<file path="src/rtl/pwm_cfg_scheduler.sv">
// pwm_cfg_scheduler: double-buffered 16-channel PWM config scheduler with prescaler and 8-bit period counter
// Ports:
//   clk, rst_n          clock, asynchronous active-low reset
//   cfg_0..cfg_4        SPI bank: out-enable lo/hi, pwm-enable lo/hi, duty
//   freeze              holds the active config, blocks commits
//   pwm_out             registered pin drive
//   active_duty         committed duty
//   pending             staged config differs from active
//   commit              1-cycle pulse in the first cycle of a period that took new config
//   period_start        1-cycle pulse in the first cycle of every period
module pwm_cfg_scheduler #(
  parameter int PRESCALE = 13,
  parameter int PRE_W    = 4
) (
  input  logic        clk,
  input  logic        rst_n,
  input  logic [7:0]  cfg_0,
  input  logic [7:0]  cfg_1,
  input  logic [7:0]  cfg_2,
  input  logic [7:0]  cfg_3,
  input  logic [7:0]  cfg_4,
  input  logic        freeze,
  output logic [15:0] pwm_out,
  output logic [7:0]  active_duty,
  output logic        pending,
  output logic        commit,
  output logic        period_start
);
  localparam logic [1:0] IDLE   = 2'd0;
  localparam logic [1:0] PEND   = 2'd1;
  localparam logic [1:0] FROZEN = 2'd2;
  logic [PRE_W-1:0] pre_cnt;
  logic [7:0]       pwm_cnt;
  logic [39:0]      staged, active;
  logic [1:0]       state, state_nx;
  logic             tick, boundary, diff, do_commit, lvl;
  assign tick        = pre_cnt == PRE_W'(PRESCALE - 1);
  assign boundary    = tick && pwm_cnt == 8'hFF;
  assign diff        = staged != active;
  assign active_duty = active[39:32];
  assign pending     = state != IDLE;
  assign lvl         = (active[39:32] == 8'hFF) || (pwm_cnt < active[39:32]);
  // freeze outranks the boundary; a cleared diff drops straight back to IDLE from any state
  assign do_commit   = state == PEND && diff && !freeze && boundary;
  always_comb begin
    state_nx = !diff ? IDLE : freeze ? FROZEN : do_commit ? IDLE : PEND;
  end
  always_ff @(posedge clk or negedge rst_n) begin
    if (!rst_n) begin
      pre_cnt      <= '0;
      pwm_cnt      <= '0;
      staged       <= '0;
      active       <= '0;
      state        <= IDLE;
      pwm_out      <= '0;
      commit       <= 1'b0;
      period_start <= 1'b0;
    end else begin
      pre_cnt      <= tick ? '0 : pre_cnt + 1'b1;
      pwm_cnt      <= tick ? pwm_cnt + 8'd1 : pwm_cnt;
      staged       <= {cfg_4, cfg_3, cfg_2, cfg_1, cfg_0};
      active       <= do_commit ? staged : active;
      state        <= state_nx;
      pwm_out      <= active[15:0] & (~active[31:16] | {16{lvl}});
      commit       <= do_commit;
      period_start <= boundary;
    end
  end
endmodule
</file>
<file path="config.mk">
export PLATFORM = sky130hd
export DESIGN_NAME = pwm_cfg_scheduler
export DESIGN_NICKNAME = d
export VERILOG_FILES = /design/src/rtl/pwm_cfg_scheduler.sv
export SDC_FILE = /design/constraint.sdc
export NUM_CORES = 1
export LEC_CHECK = 0
export BUFFER_PORTS_ARGS = -buffer_cell sky130_fd_sc_hd__clkbuf_2
export CAP_MARGIN = 20
export CORE_ASPECT_RATIO = 1.2
export CORE_UTILIZATION = 33
export CTS_CLUSTER_DIAMETER = 100
export DETAILED_ROUTE_END_ITERATION = 10
export GPL_TIMING_DRIVEN = 0
export PLACE_DENSITY = 0.63
export RECOVER_POWER = 25
export SYNTH_ARGS = -nofsm -noshare
export SYNTH_HDL_FRONTEND = slang
export SYNTH_SLANG_ARGS = --single-unit
</file>
<file path="constraint.sdc">
create_clock -name clk -period 4.3 [get_ports clk]
set_input_delay 0.43 -clock clk [delete_from_list [all_inputs] [get_ports clk]]
set_output_delay 0.43 -clock clk [all_outputs]
set_load 0.02 [all_outputs]
</file>
# [After elaboration in Yosys (flattened, before gate mapping)]
# Cells that the tools add are included.
# W data, S select, Z words.
[totals] elab_cells=30 out_inout_bits=27 ff_bits=112 in_bits=43
[op_classes] n_addsub=2 n_eq_ne=5 order_cmp=1 mux=4 bitwise=3 reduce_logical=7
[ops] cell="$ne A40 B40 Y1" n=1
[ops] cell="$and A16 B16 Y16" n=1
[ops] cell="$eq A8 B8 Y1 const B" n=2
[ops] cell="$not A16 Y16" n=1
[ops] cell="$or A16 B16 Y16" n=1
[ops] cell="$add A8 B1 Y8 const B" n=1
[ops] cell="$lt A8 B8 Y1" n=1
[ops] cell="$add A4 B1 Y4 const B" n=1
[ops] cell="$eq A4 B4 Y1 const B" n=1
[ops] cell="$logic_and A1 B1 Y1" n=4
[ops] cell="$mux W2" n=2
[ops] cell="$mux W4" n=1
[ops] cell="$eq A2 B1 Y1 const B" n=1
[ops] cell="$reduce_bool A2 Y1" n=1
[ops] cell="$logic_not A1 Y1" n=1
[ops] cell="$logic_or A1 B1 Y1" n=1
[ops] cell="$mux W1" n=1

# [Logic depth before layout (Yosys ltp)]
[depth] ltp_word=7 ltp_mapped=8 depth_no_buf=7

# [Least setup slack after synthesis]
# OpenSTA, ideal clock, no wires.
[synth_timing] path_type="register -> register" start="reg pre_cnt[0]" end="reg active[0]" required_time_ns=4.175 setup_time_ns=0.125 arrival_ns=2.118 path_slack_ns=2.057 stages_incl_launch_ff=9 n_path_buf=1 path_cell_list="dfrtp_1 inv_1 ha_1 nand3_4 nor4_4 nand3b_2 a311oi_4 buf_6 mux2_4"
[synth_between] elab_chain_len=3
[synth_lines] element="start, declared" line_no="32" rtl="logic [PRE_W-1:0] pre_cnt;"
[synth_lines] element="start signal, assigned" line_no="59" rtl="pre_cnt <= tick ? '0 : pre_cnt + 1'b1;"
[synth_lines] element="$eq A4 B4 Y1" line_no="37" rtl="assign tick = pre_cnt == PRE_W'(PRESCALE - 1);"
[synth_lines] element="$logic_and A1 B1 Y1" line_no="38" rtl="assign boundary = tick && pwm_cnt == 8'hFF;"
[synth_lines] element="net boundary" line_no="36" rtl="logic tick, boundary, diff, do_commit, lvl;"
[synth_lines] element="$logic_and A1 B1 Y1" line_no="44" rtl="assign do_commit = state == PEND && diff && !freeze && boundary;"
[synth_lines] element="end signal, assigned" line_no="62" rtl="active <= do_commit ? staged : active;"
[synth_lines] element="end, declared" line_no="34" rtl="logic [39:0] staged, active;"
# The timed path passes the listed nets, and every way through them passes these cells.
# A chain may end at the register's enable or synchronous reset.

# [Worst setup path in the final report]
[layout_timing] start="reg active[38]" end="reg pwm_out[6]"
[layout_between] elab_chain_len=4 word_cells_on_any_way=5 cone_classes="order compare (1); eq/ne (1); bitwise (2); reduce/logical (1)"
[layout_lines] element="$lt A8 B8 Y1 or $eq A8 B8 Y1 (tied branches)" line_no="42" rtl="assign lvl = (active[39:32] == 8'hFF) || (pwm_cnt < active[39:32]);"
[layout_lines] element="$logic_or A1 B1 Y1 (*)" line_no="42"
[layout_lines] element="$or A16 B16 Y16 (*)" line_no="64" rtl="pwm_out <= active[15:0] & (~active[31:16] | {16{lvl}});"
[layout_lines] element="$and A16 B16 Y16 (*)" line_no="64"
[layout_lines] element="end signal, assigned" line_no="64"
[layout_lines] element="end, declared" line_no="23" rtl="output logic [15:0] pwm_out,"
# Every way passes the cells marked *; elsewhere a longest branch is shown, timed or not.

==> flow_results.org <==
** Clock tree
- TritonCTS built the clock tree.
- Cell chosen for the clock root :: sky130_fd_sc_hd__clkbuf_16
- Buffers inserted to repair hold after CTS numbered 0.
- In this run, post-CTS repair resized a total of 0 instances.
- Clock transition at path regs :: 0.07 ns
- The clock reaches the later pin of the worst-skew pair after 0.35 ns.
- Bufs on Longest Clock Path :: 2
- The H-tree was split into 3 levels.
- Counting the buffers created by CTS gives 9.
- In this run the post-CTS setup repair buffer count came out at 0.
- Number of clock sinks :: 112

** Timing
- Setup repair after global routing left no endpoint under its margin.
- The worst path needs 2.58 ns of the cycle, external delays included.
- TNS Setup :: 0 ns
- Transition at the pin with the smallest max-transition slack :: 2.69 ns
- Fmax :: 0.388 GHz
- Endpoints failing hold :: 0
- Dividing the final minimum period by the clock period gives 60.0%.
- Measured against its own limit, the worst slew margin works out to -79.3%.
- Final number of max-transition violations :: 113
- For the final database, setup skew stands at 0.00929 ns.
- Setup violations remaining at the end of the flow were counted as 0.

** Route
- Via count :: 2898
- In the routed design, unresolved DRC markers number 4.
- For this run, the detailed router's first-pass iteration total came to 7.
- Once detail routing completed, the nets flagged for antenna violations numbered 0.
- Mean routed wirelength per cell :: 16.6 um
- Iter 0 DRT Violations :: 182
- Ratio of routed vias to standard cells :: 4.85
- Wires add up to 9930 um.

** Status
- Outcome :: complete, but fails checks
- Failing checks :: DRC, capacitance limit, slew limit

** Yosys
- The biggest area contributor in the post-synthesis netlist is sky130_fd_sc_hd__dfrtp_1.
- Post-synthesis sequential element count :: 112
- Library cells used by synthesis :: 32
- Counting every net in the synthesized netlist gives 395.
- Per-instance average area after synthesis :: 14.1 um2
- Share of Yosys cell area claimed by the top area cell type :: 58.3%
- Summing every instance area after synthesis gives 4810 um2.
- Dominant synthesized flop cell :: sky130_fd_sc_hd__dfrtp_1
- Number of synthesized flops with an enable pin :: 0
- Sequential cells were found to cover 58.3% of the synthesized design area.
- Yosys attributes the largest share of cell area to sky130_fd_sc_hd__dfrtp_1 58%, sky130_fd_sc_hd__mux2_4 12%, sky130_fd_sc_hd__xnor2_1 8.4%.
- Number of standard cells after synthesis :: 342
- Of all flip-flops after synthesis, the portion carrying an async set or reset was 100%.
- For this run, the number of Yosys warnings is 0.

** Pwr
- For this design the static power due to leakage is 0.00253 uW.
- Power density over cell area :: 353 nW/um2
- The worst-case IR drop observed on VDD is 0.186 mV.

** Setup path
- Of all nets on the critical path, the largest fanout is 10.
- Nature of the critical path startpoint :: flip-flop
- STA classifies the critical path endpoint as a flip-flop.
- The setup path with the least slack is of type flip-flop to flip-flop.
- Data arrival time of the worst path :: 2.81 ns
- At the worst endpoint, the required time is 4.53 ns.

** Placement
- Final estimated routing congestion in global placement :: 0.785
- The placed instances occupy a cell area of 5380 um2.
- Input and output buffers added on the ports amount to 69.
- Post-detail-place hpwl :: 7130 um

** Final layout
- Post-layout net count :: 475
- P&R area growth vs syn :: 17.9%
- Share of layout cells above drive strength 1 :: 34.7%
- The number of antenna diodes in the final layout is 0.
- The library cell used most frequently in the layout, excluding fill and tap cells, is sky130_fd_sc_hd__dfrtp_1.
- The library cells used most frequently in the layout, excluding fill and tap cells, are 112 x sky130_fd_sc_hd__dfrtp_1, 68 x sky130_fd_sc_hd__clkbuf_2, 46 x sky130_fd_sc_hd__xnor2_1.
- Once layout is done, the placed cells without fillers occupy 5670 um2.

** Global route
- The number of global-route vias before repair is 3023.
- Gr usage total :: 14.4%
- The number of antenna violations at the first check in global routing is 0.
- The first global-routing pass estimated 16600 um of wire.
- Entering global routing, the biggest net connects 113 pins.
- The total overflow left after global routing is 0.

** Worst hold path
- The path class of the tightest hold or removal check is input port to flip-flop.

** Floorplan
- Once the floorplan was initialized, standard cells occupied 34.4% of the core.
- Die W :: 112 um
- Die Area :: 15100 um2
- Core ar. :: 14000 um2
- From bottom edge to top edge, the die measures 134 um.
- Number of standard-cell rows in the floorplan :: 47
- Number of placed I/O pins :: 70

** Run
- The tool flagged a number of max-cap violations equal to 1.
Yosys cell counts (all sizes together) (2+ instances only):
cell type / number
nand3: 38
a21o: 3
and3: 2
mux2: 40
xor2: 2
o311a: 16
or2: 3
ha: 10
xnor2: 46
clkbuf: 9
buf: 12
nor2: 7
nand2: 6
nor4: 3
nand4: 12
inv: 10
dfrtp: 112
a21oi: 2
cell type report:
cell class | count | area [um2]
repair buffers | 69 | 344
clock inverters | 6 | 65.1
multi-input cells | 198 | 1820
fillers | 1328 | 8330
inverters | 11 | 42.5
well taps | 171 | 214
plain buffers | 21 | 139
flip-flops and latches | 112 | 2800
clock buffers | 10 | 239
sequential cells by signal (all words and copies together) (netlist names):
| signal | cells |
|---|---|
| active | 40 |
| commit | 1 |
| period_start | 1 |
| pre_cnt | 4 |
| pwm_cnt | 8 |
| pwm_out | 16 |
| staged | 40 |
| state | 2 |
power by group:
| group | internal, uW | switching (uW) | total, uW | leakage [uW] |
|---|---|---|---|---|
| logic | 28.2 | 33.9 | 62.1 | 0.000938 |
| registers | 1070 | 16.1 | 1090 | 0.00145 |
| clock network | 470 | 380 | 850 | 0.000149 |
metrics by stage:
step	utilization [%]	hold WS (ns)	worst slack [ns]	cells	total power, uW
2_1_floorplan	-	0.134	2.06	342	1130
3_3_place_gp	38.4	0.472	1.26	582	1170
3_5_place_dp	38.4	0.507	1.75	582	1180
4_1_cts	40.6	0.164	1.72	598	2040
5_1_grt	40.5	0.167	1.20	598	2080
6_report	40.5	0.181	1.72	598	2000
logic make-up (layout without fill, tap and decap cells):
| group | count (synthesis) | count (layout) | synth area share [%] |
|---|---|---|---|
| fa+ha+maj | 10 | 10 | 2.60 |
| flops | 112 | 112 | 58.3 |
| buf+inv | 32 | 117 | 3.77 |
| compound gates | 25 | 25 | 5.05 |
| xor+xnor | 48 | 48 | 8.74 |
| simple gates | 75 | 75 | 9.13 |
| mux | 40 | 40 | 12.4 |
critical path: stages (launching register included):
cell	delay [ns]
sky130_fd_sc_hd__dfrtp_1	0.49
sky130_fd_sc_hd__inv_1	0.07
sky130_fd_sc_hd__ha_1	0.30
sky130_fd_sc_hd__and3_1	0.14
sky130_fd_sc_hd__clkbuf_1	0.31
sky130_fd_sc_hd__a221o_1	0.39
sky130_fd_sc_hd__clkbuf_1	0.42
sky130_fd_sc_hd__nand3_1	0.16
sky130_fd_sc_hd__o311a_1	0.16
metal layers:
| layer | wire length, um | GRT usage, % | up-vias |
|---|---|---|---|
| met1 | 4310 | 19.0 | 1448 |
| met3 | 494 | 3.12 | 14 |
| li1 | - | - | 1354 |
| met4 | 189 | 6.07 | 0 |
| met5 | 0 | 0 | - |
| met2 | 4930 | 22.9 | 82 |
path summary, 6_finish.rpt:
check | from | end | slack (ns) | cells after the start
max | active[38] | pwm_out[6] | 1.72 | 8
min | cfg_4[2] | staged[34] | 0.18 | 1
max reg2reg | active[38] | pwm_out[6] | 1.72 | 8
min reg2reg | pre_cnt[0] | pre_cnt[0] | 0.51 | 1
max in group asynchronous | rst_n | staged[2] | 1.81 | 1
min in group asynchronous | rst_n | staged[9] | 0.93 | 1
No activity file was read; power rests on OpenSTA's default activity.
